===== src/rtl/mem_access_unit_if.sv =====
// Data-bus interface between the memory access unit (master) and memory (slave).
interface mem_access_unit_if;
    logic        bus_req;
    logic        bus_we;
    logic [31:0] bus_addr;
    logic [3:0]  bus_be;
    logic [31:0] bus_wdata;
    logic        bus_ack;
    logic [31:0] bus_rdata;

    modport master (
        output bus_req, bus_we, bus_addr, bus_be, bus_wdata,
        input  bus_ack, bus_rdata
    );

    modport slave (
        input  bus_req, bus_we, bus_addr, bus_be, bus_wdata,
        output bus_ack, bus_rdata
    );
endinterface


===== src/rtl/mem_access_unit.sv =====
// Memory access stage: converts Mem_rd/Mem_wr levels into one bus transaction,
// steers store lanes, extends load data and returns a one-cycle MFC pulse.
module mem_access_unit #(
    parameter int TIMEOUT = 255
) (
    input  logic                  clk,
    input  logic                  rst,
    input  logic                  mem_rd,
    input  logic                  mem_wr,
    input  logic [2:0]            funct3,
    input  logic [31:0]           addr,
    input  logic [31:0]           wdata,
    output logic                  mfc,
    output logic [31:0]           rdata,
    output logic                  misalign,
    output logic                  bus_err,
    mem_access_unit_if.master     bus
);

    localparam logic [1:0] S_IDLE = 2'd0;
    localparam logic [1:0] S_REQ  = 2'd1;
    localparam logic [1:0] S_DONE = 2'd2;
    localparam logic [1:0] S_HOLD = 2'd3;

    // A zero TIMEOUT would give a zero-width counter; keep one bit in that case.
    localparam int             CW     = (TIMEOUT > 0) ? $clog2(TIMEOUT + 1) : 1;
    localparam logic [CW-1:0]  TO_VAL = CW'(TIMEOUT);

    logic [1:0]    state_reg;
    logic [CW-1:0] cnt_reg;
    logic [2:0]    f3_reg;
    logic [1:0]    off_reg;
    logic          mfc_reg, misalign_reg, err_reg;
    logic [31:0]   rdata_reg;
    logic          req_reg, we_reg;
    logic [31:0]   addr_reg, wdata_reg;
    logic [3:0]    be_reg;

    logic          illegal_next, misal_next;
    logic [3:0]    be_next;
    logic [31:0]   wdata_next;
    logic [31:0]   load_val;
    logic [CW-1:0] cnt_inc;
    logic [7:0]    rd_lane [4];

    // Split the raw read word into its four byte lanes.
    generate
        for (genvar gi = 0; gi < 4; gi++) begin : g_lane
            assign rd_lane[gi] = bus.bus_rdata[gi*8 +: 8];
        end
    endgenerate

    assign cnt_inc = cnt_reg + 1'b1;

    // Decode the incoming request: legality, alignment, lane enables and steered data.
    always_comb begin
        illegal_next = 1'b0;
        misal_next   = 1'b0;
        be_next      = 4'hF;
        wdata_next   = wdata;
        if (mem_wr)
            illegal_next = funct3[2] | (funct3[1:0] == 2'b11);
        else
            illegal_next = (funct3[1:0] == 2'b11) | (funct3 == 3'b110);
        if (!illegal_next)
            misal_next = ((funct3[1:0] == 2'b01) & addr[0]) |
                         ((funct3[1:0] == 2'b10) & (addr[1:0] != 2'b00));
        case (funct3[1:0])
            2'b00: begin
                be_next    = 4'b0001 << addr[1:0];
                wdata_next = {4{wdata[7:0]}};
            end
            2'b01: begin
                be_next    = addr[1] ? 4'b1100 : 4'b0011;
                wdata_next = {2{wdata[15:0]}};
            end
            default: begin
                be_next    = 4'hF;
                wdata_next = wdata;
            end
        endcase
    end

    // Extract and extend the load result from the captured size and byte offset.
    always_comb begin
        load_val = bus.bus_rdata;
        case (f3_reg)
            3'b000: load_val = {{24{rd_lane[off_reg][7]}}, rd_lane[off_reg]};
            3'b100: load_val = {24'h0, rd_lane[off_reg]};
            3'b001: load_val = off_reg[1] ? {{16{bus.bus_rdata[31]}}, bus.bus_rdata[31:16]}
                                          : {{16{bus.bus_rdata[15]}}, bus.bus_rdata[15:0]};
            3'b101: load_val = off_reg[1] ? {16'h0, bus.bus_rdata[31:16]}
                                          : {16'h0, bus.bus_rdata[15:0]};
            default: load_val = bus.bus_rdata;
        endcase
    end

    // Access FSM with registered bus signals, completion pulse and flags.
    always_ff @(posedge clk) begin
        if (rst) begin
            state_reg    <= S_IDLE;
            cnt_reg      <= '0;
            f3_reg       <= 3'b000;
            off_reg      <= 2'b00;
            mfc_reg      <= 1'b0;
            misalign_reg <= 1'b0;
            err_reg      <= 1'b0;
            rdata_reg    <= 32'h0;
            req_reg      <= 1'b0;
            we_reg       <= 1'b0;
            addr_reg     <= 32'h0;
            be_reg       <= 4'h0;
            wdata_reg    <= 32'h0;
        end else begin
            mfc_reg <= 1'b0;
            case (state_reg)
                S_IDLE: begin
                    if (mem_rd | mem_wr) begin
                        f3_reg       <= funct3;
                        off_reg      <= addr[1:0];
                        misalign_reg <= misal_next;
                        err_reg      <= illegal_next;
                        cnt_reg      <= '0;
                        if (illegal_next | misal_next) begin
                            // Rejected before any bus cycle is issued.
                            mfc_reg   <= 1'b1;
                            state_reg <= S_DONE;
                        end else begin
                            req_reg   <= 1'b1;
                            we_reg    <= mem_wr;
                            addr_reg  <= {addr[31:2], 2'b00};
                            be_reg    <= be_next;
                            wdata_reg <= wdata_next;
                            state_reg <= S_REQ;
                        end
                    end
                end
                S_REQ: begin
                    if (bus.bus_ack) begin
                        req_reg   <= 1'b0;
                        if (!we_reg)
                            rdata_reg <= load_val;
                        mfc_reg   <= 1'b1;
                        state_reg <= S_DONE;
                    end else if ((TIMEOUT != 0) && (cnt_inc == TO_VAL)) begin
                        req_reg   <= 1'b0;
                        err_reg   <= 1'b1;
                        mfc_reg   <= 1'b1;
                        state_reg <= S_DONE;
                    end else begin
                        cnt_reg <= cnt_inc;
                    end
                end
                S_DONE: begin
                    state_reg <= S_HOLD;
                end
                default: begin
                    // Wait for the control word to drop so a held level cannot re-trigger.
                    if (!(mem_rd | mem_wr))
                        state_reg <= S_IDLE;
                end
            endcase
        end
    end

    assign mfc           = mfc_reg;
    assign rdata         = rdata_reg;
    assign misalign      = misalign_reg;
    assign bus_err       = err_reg;
    assign bus.bus_req   = req_reg;
    assign bus.bus_we    = we_reg;
    assign bus.bus_addr  = addr_reg;
    assign bus.bus_be    = be_reg;
    assign bus.bus_wdata = wdata_reg;

endmodule


===== src/flat_wrapper.sv =====
// flat-port wrapper written by rule: the top's interface ports become plain ports
module mem_access_unit_flat 
#(
    parameter int TIMEOUT = 255
)
  (clk, rst, mem_rd, mem_wr, funct3, addr, wdata, mfc, rdata, misalign, bus_err, bus_bus_req, bus_bus_we, bus_bus_addr, bus_bus_be, bus_bus_wdata, bus_bus_ack, bus_bus_rdata);
  mem_access_unit_if bus_i ();
  input  logic clk;
  input  logic rst;
  input  logic mem_rd;
  input  logic mem_wr;
  input  logic [2:0] funct3;
  input  logic [31:0] addr;
  input  logic [31:0] wdata;
  output logic mfc;
  output logic [31:0] rdata;
  output logic misalign;
  output logic bus_err;
  output wire logic [$bits(bus_i.bus_req)-1:0] bus_bus_req;
  output wire logic [$bits(bus_i.bus_we)-1:0] bus_bus_we;
  output wire logic [$bits(bus_i.bus_addr)-1:0] bus_bus_addr;
  output wire logic [$bits(bus_i.bus_be)-1:0] bus_bus_be;
  output wire logic [$bits(bus_i.bus_wdata)-1:0] bus_bus_wdata;
  input wire logic [$bits(bus_i.bus_ack)-1:0] bus_bus_ack;
  input wire logic [$bits(bus_i.bus_rdata)-1:0] bus_bus_rdata;
  assign bus_bus_req = bus_i.bus_req;
  assign bus_bus_we = bus_i.bus_we;
  assign bus_bus_addr = bus_i.bus_addr;
  assign bus_bus_be = bus_i.bus_be;
  assign bus_bus_wdata = bus_i.bus_wdata;
  assign bus_i.bus_ack = bus_bus_ack;
  assign bus_i.bus_rdata = bus_bus_rdata;
  mem_access_unit #(.TIMEOUT(TIMEOUT)) u_core (.clk(clk), .rst(rst), .mem_rd(mem_rd), .mem_wr(mem_wr), .funct3(funct3), .addr(addr), .wdata(wdata), .mfc(mfc), .rdata(rdata), .misalign(misalign), .bus_err(bus_err), .bus(bus_i));
endmodule

===== config.mk =====
export PLATFORM = sky130hd
export DESIGN_NAME = mem_access_unit_flat
export DESIGN_NICKNAME = d
export VERILOG_FILES = /design/src/rtl/mem_access_unit_if.sv /design/src/rtl/mem_access_unit.sv /design/src/flat_wrapper.sv
export SDC_FILE = /design/constraint.sdc
export NUM_CORES = 1
export LEC_CHECK = 0
export BUFFER_PORTS_ARGS = -buffer_cell sky130_fd_sc_hd__buf_4
export CORE_ASPECT_RATIO = 1.2
export CORE_UTILIZATION = 29
export DETAILED_ROUTE_END_ITERATION = 10
export GPL_ROUTABILITY_DRIVEN = 1
export GPL_TIMING_DRIVEN = 0
export PLACE_DENSITY = 0.57
export SLEW_MARGIN = 40
export SYNTH_ARGS = -nofsm -noshare
export SYNTH_HDL_FRONTEND = slang
export SYNTH_SLANG_ARGS = --single-unit

===== constraint.sdc =====
create_clock -name clk -period 2.35 [get_ports clk]
set_input_delay 0 -clock clk [delete_from_list [all_inputs] [get_ports clk]]
set_output_delay 0 -clock clk [all_outputs]
set_load 0.05 [all_outputs]

=== Word-level counts from Yosys, hierarchy flattened ===
Cells that the tools add are included.

* Bits in registers: 118
* Input bits: 104
* Output and inout port bits: 105
* Word-level logic and storage cells: 90

* Add/subtract/negate cells: 1
* Order comparisons: 1
* Equal/unequal tests: 17
* Shift-type cells: 1
* Multiplexer cells: 35
* Bitwise operators: 10
* Reduce and logical (&&, ||, !) cells: 12

{| class="wikitable"
|+ Operators by type and width
! kind !! count
|-
| one-hot mux 32 bit (4 select lines) || 1
|-
| one-hot mux 32 bit (2 select lines) || 1
|-
| 2-to-1 mux 8 bit || 5
|-
| 2-to-1 mux 32 bit || 1
|-
| binary-select mux 8 bit (select 2 bit) || 1
|-
| 2-to-1 mux 16 bit || 1
|-
| one-hot mux 8 bit (2 select lines) || 1
|-
| 2-to-1 mux 1 bit || 13
|-
| AND reduction 4 bit || 3
|-
| 2-to-1 mux 2 bit || 5
|-
| == test 3 bit (second input constant) || 3
|-
| AND reduction 3 bit || 3
|-
| adder 8 x 1 -> 8 bit (second input constant) || 1
|-
| == test 8 bit (second input constant) || 1
|-
| one-hot mux 4 bit (2 select lines) || 1
|-
| == test 2 bit (second input constant) || 3
|-
| != test 2 bit (second input constant) || 3
|-
| one-hot mux 1 bit (2 select lines) || 3
|-
| one-hot mux 2 bit (3 select lines) || 1
|-
| OR 1 bit || 5
|-
| == test 2 x 1 -> 1 bit (second input constant) || 2
|-
| zero test 2 bit || 2
|-
| 2-to-1 mux 4 bit || 1
|-
| != test 2 x 1 -> 1 bit (second input constant) || 2
|-
| other kinds (11) || 14
|}

=== Logic depth before layout (Yosys ltp) ===
* Depth in word-level cells: 8
* Gate-level depth with buffers: 9
* Mapped depth without buffers: 7

=== Worst setup path before layout ===
No wires, ideal clock.

* Kind: reg-to-reg
* Start: reg u_core.state_reg[1]
* End: reg u_core.state_reg[1]
* Library setup time: 121 ps
* Data arrival time: 1838 ps
* Data required time: 2229 ps
* Setup slack: 391 ps
* Stages on the path, launching flop included: 9
* Path buffers: 1
* Period minus slack after synthesis: 1959 ps
* Cells stage by stage: dfxtp_1 -> inv_1 -> ha_1 -> clkbuf_1 -> or3_1 -> o21ai_1 -> nor3_1 -> a21oi_2 -> mux2_2

* Word-level cells in the longest chain between the ends: 3
* Elaborated cells on any way between the ends: 8
* Those cells by class: eq/ne (5); mux (1); reduce/logical (2)

{| class="wikitable"
|+ Ends and longest elaborated chain
! what !! line !! source
|-
| from (decl) || mem_access_unit.sv:29 || <nowiki>logic [1:0] state_reg;</nowiki>
|-
| from (signal assigned) || mem_access_unit.sv:101 || <nowiki>state_reg <= S_IDLE;</nowiki>
|-
| from (signal assigned) || mem_access_unit.sv:127 || <nowiki>state_reg <= S_DONE;</nowiki>
|-
| from (signal assigned) || mem_access_unit.sv:134 || <nowiki>state_reg <= S_REQ;</nowiki>
|-
| == test 2 x 1 -> 1 bit (tied with other cells) || mem_access_unit.sv:116 || <nowiki>case (state_reg)</nowiki>
|-
| != test 4 bit (no line) (tied with other cells) || n/a ||
|-
| AND reduction 3 bit (no line) || n/a ||
|}

Several ways; a longest one is shown, not always the timed one.
A chain may end at the register's enable or synchronous reset.

=== Final worst setup path ===
* Start: reg u_core.state_reg[1]
* End: reg u_core.wdata_reg[15], in the netlist u_core.bus.bus_wdata[15]

* Word-level cells in the longest chain between the ends: 2

{| class="wikitable"
|+ Ends and longest elaborated chain
! what !! line !! source
|-
| zero test 2 bit || mem_access_unit.sv:116 ||
|-
| AND reduction 3 bit (no line) || n/a ||
|-
| to (signal assigned) || mem_access_unit.sv:133 || <nowiki>wdata_reg <= wdata_next;</nowiki>
|-
| to (decl) || mem_access_unit.sv:36 || <nowiki>logic [31:0] addr_reg, wdata_reg;</nowiki>
|}

Every way passes these cells.

==> impl_metrics.yaml <==
worst_setup_path:
  regToRegEndpoint: "u_core.bus.bus_wdata[15]"
  crit_top_cell: "buf_6"
  slowest_delay_ns: 0.57
  worstRegToRegCells: 8
  endpoint_kind: "flop"
  crit_chain: "inv_1, ha_2, o21ai_1, nor2_4, buf_6, buf_6, a311oi_1, dlygate4sd3_1"
  worstPathMaxFanout: 10
  critPathBufInv: 4
  crit_family: "buffers and inverters"
  cp_slowest_cell: "dlygate4sd3_1"
  rrSetupSlack_ns: 0.17
  path_class: "reg2reg"
  cp-start-kind: "flop"
  r2r_start: "u_core.state_reg[1]"
  crit_arrival_ns: 2.48
  required_ns: 2.65
layout:
  diodes: 0
  drive_gt1_share_pct: 27.6
  final_common_cell: "buf_4"
  areaGrowthSynthToFinish_pct: 60.5
  nets: 1100
  final_cell_mix: "buf_4, nand2_1, dfxtp_1"
  final_area_um2: 8840
drt:
  wl_per_cell_um: 16.2
  drc: 0
  vias_per_cell: 4.80
  initialDrtViolationCount: 278
  dr.pass1.iters: 5
  postRouteAntennaNets: 0
  wirelength_mm: 20.3
  dr_total_vias: 6024
worst_hold_path:
  min-delay-start: "bus_bus_rdata[3]"
  hold_path_class: "in2reg"
  hold_depth: 3
  min_to: "u_core.rdata[3]"
placement:
  pre_cts_slack_ns: 0.190
  place_congestion: 0.824
  dpl-instance-area_um2: 7360
  place_hpwl_mm: 14.8
  place.port_buffers: 204
power_and_ir_drop:
  power_leakage_nw: 3.60
  ir_worst_vdd_mv: 0.515
  total_power_mw: 8.10
  p_per_area_nw_per_um2: 916
die:
  fp.dieH_um: 153
  start_util_pct: 30.0
  rows: 54
  dieArea_um2: 19500
  ios: 209
  die_x_um: 128
  fp.coreArea_um2: 18400
timing:
  setup_viol: 0
  finClkSkew_ns: 0.00856
  setup_slack_ns: 0.166
  drv_slew: 0
  hold_violations: 0
  fmax_mhz: 458
  post-route-period-util_pct: 92.9
  worst_pin_slew_ns: 0.623
  rsz0062_at_grt: "yes"
  slew_headroom_pct: 58.0
  min_period_ns: 2.18
cts:
  cts_buffers: 17
  cts_htree_levels: 4
  insertion_delay_ns: 0.42
  cts_buffer_depth: 2
  cts.reportedPaths.clkPinSlew_ns: 0.06
  cts_tree: "yes"
  postCtsSetupRepairBufs: 0
  cts_sinks: 118
  clk_root_buffer_cell: "clkbuf_16"
synthesis:
  ys.warnings.count: 0
  avgSynthCellArea_um2: 8.21
  yosysSeqAreaShare_pct: 42.9
  ys_types: 60
  synth-seq-cells: 118
  ys.flop_type: "dfxtp_1"
  syn-cell-area_um2: 5510
  synth-async-reset-ratio_pct: 0
  postSynthCellCount: 671
  synth_edf_count: 0
global_routing:
  grt.overflow.total: 0
  first_global_vias: 6050
  grt_pass1_wl_mm: 31.8
  grt_start_max_net_pins: 17
  antenna_found_initial: 0
  grt_usage_pct: 21.0
job:
  maxCapViolCount: 0
outcome:
  status: "finished clean"
==> cells by family after synthesis <==
family | after synthesis | synth area share, %
AO/OA/AOI/OAI | 181 | 22.2
buffers and inverters | 68 | 5.97
XOR/XNOR | 3 | 0.477
adder cells (fa/ha/maj) | 6 | 1.36
multiplexers | 35 | 6.84
flip-flops | 118 | 42.9
AND/OR/NAND/NOR | 259 | 20.2
other | 1 | 0.0681
==> cells in the mapped netlist (all sizes together), types with 2 or more instances <==
cell	number	area, um2
and2	3	18.8
a21oi	71	359
o21ai	20	100
a22oi	2	15.0
inv	12	45.0
buf	21	153
a21o	4	30.0
a221oi	2	23.8
nand2	139	522
or2	2	12.5
o211ai	11	82.6
or3	4	25.0
a2111oi	6	52.6
nand2b	3	18.8
o31a	2	17.5
ha	6	75.1
mux2	11	124
nor3b	6	45.0
o32a	6	60.1
a31oi	3	18.8
mux2i	23	230
a211oi	27	208
xor2	2	17.5
nor3	9	45.0
dfxtp	118	2360
nand4	4	25.0
clkbuf	34	128
a311oi	11	96.3
o221ai	7	61.3
nor2b	2	12.5
nand3	6	30.0
nor2	74	290
==> worst min-delay path, delay by kind of cell <==
kind,cells,cell delay [ns]
buffers and inverters,1,0.08
AOI/OAI and AO/OA,2,0.30
==> worst max path at each step <==
stage | from | end | slack [ns] | depth (start not counted)
global placement | u_core.state_reg[1] | u_core.rdata[15] | 0.21 | 9
CTS | u_core.state_reg[1] | u_core.bus.bus_wdata[15] | 0.11 | 8
global route | u_core.state_reg[1] | u_core.rdata[30] | -0.02 | 8
floorplan | u_core.state_reg[1] | u_core.state_reg[1] | 0.39 | 8
finish | u_core.state_reg[1] | u_core.bus.bus_wdata[15] | 0.17 | 8
detailed placement | u_core.state_reg[1] | u_core.rdata[15] | 0.19 | 9
==> per-layer routing <==
metal | GRT usage (%) | vias to the layer above | wire, um | share of wire [%]
li1 | - | 2996 | - | -
met1 | 23.7 | 2772 | 8420 | 41
met2 | 36.4 | 222 | 10000 | 49
met3 | 6.41 | 34 | 1430 | 7.0
met4 | 8.40 | 0 | 489 | 2.4
met5 | 0 | - | 0 | 0
==> cell type report <==
cell class | count | area, um2
flip-flops and latches | 118 | 2360
inverters | 13 | 48.8
well taps | 252 | 315
fillers | 1861 | 9540
plain buffers | 55 | 280
multi-input cells | 486 | 2820
repair buffers | 299 | 2480
clock buffers | 24 | 482
clock inverters | 7 | 48.8
==> power by group <==
| group | leakage [nW] | internal, mW | switching, mW |
|---|---|---|---|
| combinational | 2.39 | 1.15 | 2.11 |
| sequential | 0.962 | 2.31 | 0.188 |
| clock | 0.248 | 1.42 | 0.921 |
| total | 3.60 | 4.88 | 3.22 |
==> metrics by stage <==
| step | hold slack, ns | TNS (ns) | instances | util [%] |
|---|---|---|---|---|
| after floorplan | 0.136 | 0 | 672 | - |
| after global placement | 0.247 | 0 | 1128 | 40.0 |
| after detailed placement | 0.255 | 0 | 1128 | 40.0 |
| after CTS | 0.0000372 | 0 | 1254 | 48.1 |
| after global routing | 0.0243 | -0.0391 | 1254 | 48.1 |
| final | 0.00818 | 0 | 1254 | 48.1 |
==> repair_timing <==
action,in CTS,in global routing
hold endpoints to repair,97,0
hold buffers,95,0
gates resized for setup,0,1
setup endpoints to repair,0,3
No activity file was read; power rests on OpenSTA's default activity.
